`src/rtl/mem_arbiter.sv`:
```
// Arbiter for a single-ported fixed-latency unified memory shared by fetch and
// the memory stage. Data requests win; each access runs IDLE->ISSUE->WAIT->DONE.
module mem_arbiter #(
    parameter int XLEN    = 32,
    parameter int LATENCY = 1
) (
    input  logic              clk,
    input  logic              reset,
    input  logic              imem_req,
    input  logic [XLEN-1:0]   imem_addr,
    output logic              imem_ready,
    output logic [XLEN-1:0]   imem_rdata,
    input  logic              dmem_req,
    input  logic              dmem_we,
    input  logic [XLEN-1:0]   dmem_addr,
    input  logic [XLEN-1:0]   dmem_wdata,
    input  logic [XLEN/8-1:0] dmem_wmask,
    output logic              dmem_ready,
    output logic [XLEN-1:0]   dmem_rdata,
    output logic              mem_req,
    output logic              mem_we,
    output logic [XLEN-1:0]   mem_addr,
    output logic [XLEN-1:0]   mem_wdata,
    output logic [XLEN/8-1:0] mem_wmask,
    input  logic [XLEN-1:0]   mem_rdata,
    output logic              MemStall
);

    typedef enum logic [1:0] {
        S_IDLE  = 2'd0,
        S_ISSUE = 2'd1,
        S_WAIT  = 2'd2,
        S_DONE  = 2'd3
    } state_t;

    localparam logic [3:0] LAT_CNT = 4'(LATENCY);

    state_t              r_state;
    state_t              w_state_nxt;
    logic [3:0]          r_cnt;
    logic                r_gnt_d;
    logic                r_abandon;
    logic                w_grant;
    logic                w_grant_d;
    logic                w_capture;
    logic                w_abandon_nxt;

    logic                r_imem_ready;
    logic [XLEN-1:0]     r_imem_rdata;
    logic                r_dmem_ready;
    logic [XLEN-1:0]     r_dmem_rdata;
    logic                r_mem_req;
    logic                r_mem_we;
    logic [XLEN-1:0]     r_mem_addr;
    logic [XLEN-1:0]     r_mem_wdata;
    logic [XLEN/8-1:0]   r_mem_wmask;

    // Next-state, grant, capture and abandon decisions.
    always_comb begin
        w_state_nxt   = r_state;
        w_grant       = 1'b0;
        w_grant_d     = 1'b0;
        w_capture     = 1'b0;
        w_abandon_nxt = r_abandon;
        case (r_state)
            S_IDLE: begin
                if (dmem_req) begin
                    w_grant     = 1'b1;
                    w_grant_d   = 1'b1;
                    w_state_nxt = S_ISSUE;
                end else if (imem_req) begin
                    w_grant     = 1'b1;
                    w_state_nxt = S_ISSUE;
                end else begin
                    w_state_nxt = S_IDLE;
                end
            end
            S_ISSUE: begin
                w_state_nxt = S_WAIT;
                if (!r_gnt_d && !imem_req) begin
                    w_abandon_nxt = 1'b1;
                end else begin
                    w_abandon_nxt = r_abandon;
                end
            end
            S_WAIT: begin
                // A fetch dropped in the capture cycle itself is still abandoned.
                if (!r_gnt_d && !imem_req) begin
                    w_abandon_nxt = 1'b1;
                end else begin
                    w_abandon_nxt = r_abandon;
                end
                if (r_cnt == 4'd1) begin
                    w_capture   = 1'b1;
                    w_state_nxt = S_DONE;
                end else begin
                    w_state_nxt = S_WAIT;
                end
            end
            S_DONE: begin
                w_state_nxt = S_IDLE;
            end
            default: begin
                w_state_nxt = S_IDLE;
            end
        endcase
    end

    // State, request registers, read-data capture and ready pulses.
    always_ff @(posedge clk) begin
        if (reset) begin
            r_state      <= S_IDLE;
            r_cnt        <= 4'd0;
            r_gnt_d      <= 1'b0;
            r_abandon    <= 1'b0;
            r_imem_ready <= 1'b0;
            r_imem_rdata <= {XLEN{1'b0}};
            r_dmem_ready <= 1'b0;
            r_dmem_rdata <= {XLEN{1'b0}};
            r_mem_req    <= 1'b0;
            r_mem_we     <= 1'b0;
            r_mem_addr   <= {XLEN{1'b0}};
            r_mem_wdata  <= {XLEN{1'b0}};
            r_mem_wmask  <= {(XLEN/8){1'b0}};
        end else begin
            r_state      <= w_state_nxt;
            r_mem_req    <= w_grant;
            r_dmem_ready <= w_capture & r_gnt_d;
            r_imem_ready <= w_capture & ~r_gnt_d & ~w_abandon_nxt;
            if (w_grant) begin
                r_gnt_d     <= w_grant_d;
                r_cnt       <= LAT_CNT;
                r_abandon   <= 1'b0;
                r_mem_we    <= w_grant_d & dmem_we;
                r_mem_addr  <= w_grant_d ? dmem_addr : imem_addr;
                r_mem_wdata <= w_grant_d ? dmem_wdata : {XLEN{1'b0}};
                r_mem_wmask <= w_grant_d ? dmem_wmask : {(XLEN/8){1'b0}};
            end else begin
                r_abandon <= w_abandon_nxt;
                if (r_state == S_WAIT) begin
                    r_cnt <= r_cnt - 4'd1;
                end else begin
                    r_cnt <= r_cnt;
                end
            end
            if (w_capture && r_gnt_d && !r_mem_we) begin
                r_dmem_rdata <= mem_rdata;
            end else begin
                r_dmem_rdata <= r_dmem_rdata;
            end
            if (w_capture && !r_gnt_d && !w_abandon_nxt) begin
                r_imem_rdata <= mem_rdata;
            end else begin
                r_imem_rdata <= r_imem_rdata;
            end
        end
    end

    assign imem_ready = r_imem_ready;
    assign imem_rdata = r_imem_rdata;
    assign dmem_ready = r_dmem_ready;
    assign dmem_rdata = r_dmem_rdata;
    assign mem_req    = r_mem_req;
    assign mem_we     = r_mem_we;
    assign mem_addr   = r_mem_addr;
    assign mem_wdata  = r_mem_wdata;
    assign mem_wmask  = r_mem_wmask;
    assign MemStall   = (imem_req & ~r_imem_ready) | (dmem_req & ~r_dmem_ready);

endmodule
```
`config.mk`:
```
export PLATFORM = sky130hd
export DESIGN_NAME = mem_arbiter
export DESIGN_NICKNAME = d
export VERILOG_FILES = /design/src/rtl/mem_arbiter.sv
export SDC_FILE = /design/constraint.sdc
export NUM_CORES = 1
export LEC_CHECK = 0
export ABC_AREA = 1
export CAP_MARGIN = 20
export CORE_MARGIN = 5
export CORE_UTILIZATION = 41
export DETAILED_ROUTE_END_ITERATION = 16
export GPL_TIMING_DRIVEN = 1
export PLACE_DENSITY = 0.87
export SYNTH_ARGS = -nofsm -noshare
export SYNTH_HDL_FRONTEND = slang
export SYNTH_SLANG_ARGS = --single-unit
```
`constraint.sdc`:
```
create_clock -name clk -period 1.8 [get_ports clk]
set_input_delay 0.45 -clock clk [delete_from_list [all_inputs] [get_ports clk]]
set_output_delay 0.45 -clock clk [all_outputs]
set_load 0.05 [all_outputs]
```
---- Word level (Yosys, flattened, before mapping) ----
Cells that the tools add are included.
cells by class
  $add $sub $neg .......................... 1
  equal/unequal tests ..................... 4
  multiplexer cells ....................... 18
  bitwise gates (word level) .............. 11
  reductions and logical operators ........ 13
operator list
  cell                 count
  $mux 32              2
  $mux 1               14
  $pmux 2 s4           1
  $and 1x1->1          6
  $logic_and 1x1->1    5
  $eq 2x2->1 const B   2
  $eq 4x1->1 const B   1
  $logic_not 1->1      4
  $mux 4               1
  $not 1->1            4
  $reduce_or 2->1      2
  $sub 4x1->4 const B  1
  $eq 2x1->1 const B   1
  $logic_not 2->1      1
  $reduce_bool 2->1    1
  $or 1x1->1           1
word-level totals
  register bits after elaboration ......... 144

---- Depth between registers and ports, before layout ----
  word-level depth ........................ 6
  mapped depth ............................ 10
  gate-level depth less buffers ........... 9

---- Least setup slack after synthesis ----
OpenSTA, ideal clock, no wires.
  kind .................................... reg2out
  from .................................... register r_imem_ready, in the netlist imem_ready
  to ...................................... output MemStall
  arrival time ............................ 1.313 ns
  data required time ...................... 1.350 ns
  slack ................................... 0.037 ns
  cell stages (with the launch flop) ...... 2
  cell sequence ........................... dfxtp_1 o22ai_1
on the way
  longest elaborated chain between the ends .. 3
ends and longest elaborated chain
  what                    line  source
  start, declared         48    logic r_imem_ready;
  start signal, assigned  129   r_imem_ready <= w_capture & ~r_gnt_d & ~w_abandon_nxt;
  $not 1->1               168   assign MemStall = (imem_req & ~r_imem_ready) | (dmem_req & ~r_dmem_ready);
  $and 1x1->1             168
  $or 1x1->1              168
  end, declared           26    output logic MemStall
No other way between the ends.

---- Final worst setup path ----
  from .................................... register r_state[0]
  to ...................................... register r_mem_addr[8], in the netlist mem_addr[8]
on the way
  longest elaborated chain between the ends .. 3
ends and longest elaborated chain
  what                    line  source
  start, declared         38    state_t r_state;
  start signal, assigned  126   r_state <= w_state_nxt;
  $logic_not 2->1 (*)     65    case (r_state)
  $mux 1                  65
  $mux 32                 135   r_mem_addr <= w_grant_d ? dmem_addr : imem_addr;
  end signal, assigned    122   r_mem_addr <= {XLEN{1'b0}};
  end signal, assigned    135
  end, declared           54    logic [XLEN-1:0] r_mem_addr;
Mark *: on every way between the ends. The rest lies on a longest branch, timed or not.
A chain may end at the register's enable or synchronous reset.

==> impl_results.rst <==
.. list-table::
   :header-rows: 1

   * - Metric
     - Value
   * - Result of the run
     - finished, final reports clean
   * - Data arrival at the endpoint of the critical path
     - about 2.0 ns
   * - Number of antenna violations at the first check in global routing
     - 0
   * - Cell-by-cell trace of the critical path
     - inv_1, ha_1, nand2_1, buf_12, inv_2, buf_4, o211ai_1, nand2_1
   * - Post-synthesis cell type count
     - 25
   * - Post-DR wirelength/cell
     - 16.2 um
   * - Via count of the routed design
     - between 5000 and 6000
   * - Crit path max-delay cell type
     - sky130_fd_sc_hd__dfxtp_1
   * - Starting density of the core
     - 0.423
   * - Endpoint with the worst hold slack
     - mem_wdata[1]$_SDFFE_PP0P_
   * - DRC violation count after routing
     - 0
   * - Routability cong.
     - ~0.83
   * - Via count of the first global-routing pass
     - roughly 5700
   * - Fin area
     - roughly 9000 um2
   * - Total CTS buffers
     - 17
   * - CP Data Required Time
     - approximately 2.1 ns
   * - Clock-pin slew reported for the worst setup and hold paths after clock tree synthesis
     - 0.06 ns
   * - RR Endpoint
     - mem_addr[8]$_SDFFE_PP0P_
   * - Worst hold start
     - mem_wdata[1]$_SDFFE_PP0P_
   * - Area used by sequential logic in the layout
     - 2880 um2
   * - GR Overflow Total
     - 0
   * - CTS tree
     - done
   * - Launch point of the worst reg-to-reg path
     - r_state[0]$_SDFF_PP0_
   * - Number of I/O port buffers
     - 273
   * - Path category of the worst min-delay check
     - reg2reg
   * - Global-route wire length before repair
     - 29200 um
   * - Worst slew margin
     - 0.748
   * - CTS max path bufs
     - 2
   * - Final setup violation count
     - 0
   * - Footprint of the multi-input gates
     - 2360 um2
   * - Sum of routed wire length over all layers
     - 19500 um
   * - Cell mode on critical path
     - sky130_fd_sc_hd__nand2_1
   * - ANT cells
     - 0
   * - Height of the die
     - about 130 um
   * - Pin slew with the least headroom to its limit
     - around 0.38 ns
   * - Number of antenna-violating nets in the routed design
     - 0
   * - Final number of max-transition violations
     - 0
   * - Largest net degree at the start of global routing
     - 63
   * - #FFs+latches synth
     - about 140
   * - Std cell rows
     - 42
   * - Synthesized cell area
     - approximately 5600 um2
   * - Fillers
     - between 1000 and 1500
   * - Via-to-Cell Ratio
     - around 5.0
   * - Number of buffers inserted by hold repair at cts
     - 0
   * - Highest clock frequency the design can meet
     - just under 0.6 GHz
   * - Crit path buffers/inverters
     - 4
   * - Unrepaired setup endpoints after global routing
     - no
   * - Final critical path time including I/O delays and setup
     - around 1.7 ns
   * - Clock Sinks
     - between 100 and 150
   * - Number of warning messages in the yosys log
     - 0
   * - Synthesized netlist cell count
     - roughly 750
   * - CTS H-tree lvls
     - 4
   * - Depth of the worst register-to-register path
     - 8
   * - Proportion of layout cells with a drive suffix above 1
     - 0.230
   * - Global-route total usage across every layer
     - 0.229
   * - Number of nets in the finished design
     - about 1200
   * - Clock skew
     - slightly above 0.005 ns
   * - Pleak
     - around 0.004 uW
   * - Total power per unit cell area
     - roughly 1100 nW/um2
   * - Delay-heaviest family, CP
     - buffers and inverters
   * - Worst hold stages
     - 2
   * - Worst setup SP type
     - flop
   * - Final hold viol count
     - 0
   * - Element type at the critical path end
     - flop
   * - Worst-path fanout max
     - 34
   * - Stage delay of the slowest cell on the critical path
     - 0.31 ns
   * - DIE AREA
     - around 16000 um2
   * - Setup TNS
     - 0 ns
   * - Synthesized netlist net count
     - a little under 900
   * - Floorplan Core Area
     - about 13000 um2
   * - Chip width
     - roughly 130 um
   * - Period Utilization, post-route
     - 0.938
   * - Sequential fraction of the synthesis area
     - 0.511
   * - Flop-to-flop setup slack
     - ~0.11 ns
   * - Post-DP Area
     - roughly 8300 um2
   * - Area grow syn2layout
     - 59.8%
   * - Detailed placement HPWL
     - 13800 um
   * - DRT iter0 DRCs
     - between 300 and 400
   * - Max Cap Viol
     - 0
   * - Maximum resistive drop on vdd
     - approximately 600 uV
   * - Critical Setup Path Class
     - reg2reg
   * - Clock root buffer
     - sky130_fd_sc_hd__clkbuf_16
   * - Number of iterations in the first detailed-routing pass
     - 4
   * - Average cell area after synthesis
     - around 7.6 um2
   * - Top-level I/O count
     - roughly 270
   * - Insertion delay to the later sink of the worst-skew pair
     - about 0.41 ns
## layout make-up
class                      instances  area share
timing repair buffer             298       0.306
multi-input combinational        505       0.262
sequential                       144       0.320
tap                              176      0.0244
clock buffer                      20      0.0506
inverter                          46      0.0196
clock inverter                    10      0.0178
## metrics by stage
stage	power [uW]	util	instances	hold slack, ns	worst slack, ns
after CTS	10100	0.670	1196	0.460	0.0202
final	10100	0.676	1199	0.461	0.112
after global placement	6400	0.624	1166	0.447	-0.144
after detailed placement	6430	0.624	1166	0.451	-0.167
after floorplan	5320	-	745	0.452	0.0365
after global routing	10500	0.676	1199	0.474	0.00224
## repair_timing
action / 4_1_cts / 5_1_grt
endpoints found under the setup margin: 1 / 33
pin swaps: 1 / 1
resized for setup: 2 / 5
gates cloned: 0 / 2
setup buffers: 0 / 1
## tightest hold or removal path: stages (launching register included)
cell                      delay [ns]
sky130_fd_sc_hd__dfxtp_1        0.31
sky130_fd_sc_hd__nand2_1        0.06
sky130_fd_sc_hd__a21oi_1        0.05
## synthesized netlist by cell type
master | instances | area share
sky130_fd_sc_hd__buf_2 | 16 | 0.014
sky130_fd_sc_hd__and3_1 | 1 | 0.0011
sky130_fd_sc_hd__clkinv_1 | 1 | 0.00066
sky130_fd_sc_hd__o21ai_2 | 1 | 0.0016
sky130_fd_sc_hd__nor3b_1 | 1 | 0.0013
sky130_fd_sc_hd__inv_2 | 1 | 0.00066
sky130_fd_sc_hd__ha_1 | 4 | 0.0089
sky130_fd_sc_hd__nor2_2 | 3 | 0.0033
sky130_fd_sc_hd__o211ai_1 | 32 | 0.043
sky130_fd_sc_hd__a21oi_1 | 42 | 0.037
sky130_fd_sc_hd__nand2_1 | 146 | 0.097
sky130_fd_sc_hd__clkbuf_1 | 28 | 0.019
sky130_fd_sc_hd__or2_2 | 35 | 0.039
sky130_fd_sc_hd__o21ai_0 | 33 | 0.029
sky130_fd_sc_hd__dfxtp_1 | 144 | 0.51
sky130_fd_sc_hd__a21oi_2 | 1 | 0.0016
sky130_fd_sc_hd__inv_1 | 44 | 0.029
sky130_fd_sc_hd__o22ai_1 | 1 | 0.0011
sky130_fd_sc_hd__nor3_1 | 2 | 0.0018
sky130_fd_sc_hd__nand3b_1 | 1 | 0.0013
sky130_fd_sc_hd__buf_6 | 3 | 0.0060
sky130_fd_sc_hd__nand4_1 | 1 | 0.0011
sky130_fd_sc_hd__nor2_1 | 136 | 0.090
sky130_fd_sc_hd__buf_4 | 3 | 0.0040
sky130_fd_sc_hd__nand3_1 | 65 | 0.058
## cells by family (layout without fill, tap and decap cells)
family	count (synthesis)	count (layout)	share of synthesized area
simple gates	391	391	0.294
flops	144	144	0.511
compound gates	110	110	0.113
buf+inv	96	374	0.0734
fa+ha+maj	4	4	0.00887
## registers in the layout, indices dropped and copies added, names as in the netlist
register	count
dmem_ready	1
mem_we	1
mem_req	1
mem_wdata	32
mem_addr	32
r_gnt_d	1
r_cnt	4
imem_rdata	32
dmem_rdata	32
imem_ready	1
r_abandon	1
mem_wmask	4
r_state	2
## cell usage in the layout, fill, tap and decap left out, drive strengths merged, types with 2 or more instances in the layout
cell and instances:
clkbuf 22, o21ai 34, nand2 146, a21oi 43, inv 46, buf 160
nor3 2, dfxtp 144, nor2 139, or2 35, clkinv 4, bufinv 4
clkinvlp 2, clkdlybuf4s50 134, nand3 65, ha 4, o211ai 32
## layer usage
metal / global-route usage / share of wire / up-vias
met5: 0 / 0 / -
met2: 0.385 / 0.49 / 289
met1: 0.260 / 0.37 / 2714
li1: - / - / 2924
met3: 0.0814 / 0.11 / 36
met4: 0.106 / 0.032 / 0
## power by group
part           internal (uW)  switching (uW)  leakage, uW  total (uW)
Combinational            995            1760      0.00253        2760
Clock                   2370            1310     0.000302        3680
Sequential              3470             154      0.00117        3620
## worst max path at each step
| stage | end | slack (ns) | depth (start not counted) | from |
|---|---|---|---|---|
| 5_1_grt | dmem_rdata[29]$_SDFFE_PP0P_ | 0.002 | 10 | r_state[0]$_SDFF_PP0_ |
| 2_1_floorplan | MemStall | 0.04 | 1 | imem_ready$_SDFF_PP0_ |
| 3_3_place_gp | MemStall | -0.14 | 4 | imem_req |
| 6_report | mem_addr[8]$_SDFFE_PP0P_ | 0.11 | 8 | r_state[0]$_SDFF_PP0_ |
| 3_5_place_dp | MemStall | -0.17 | 4 | imem_req |
| 4_1_cts | MemStall | 0.02 | 4 | dmem_req |
Power figures use the tool's default switching activity.
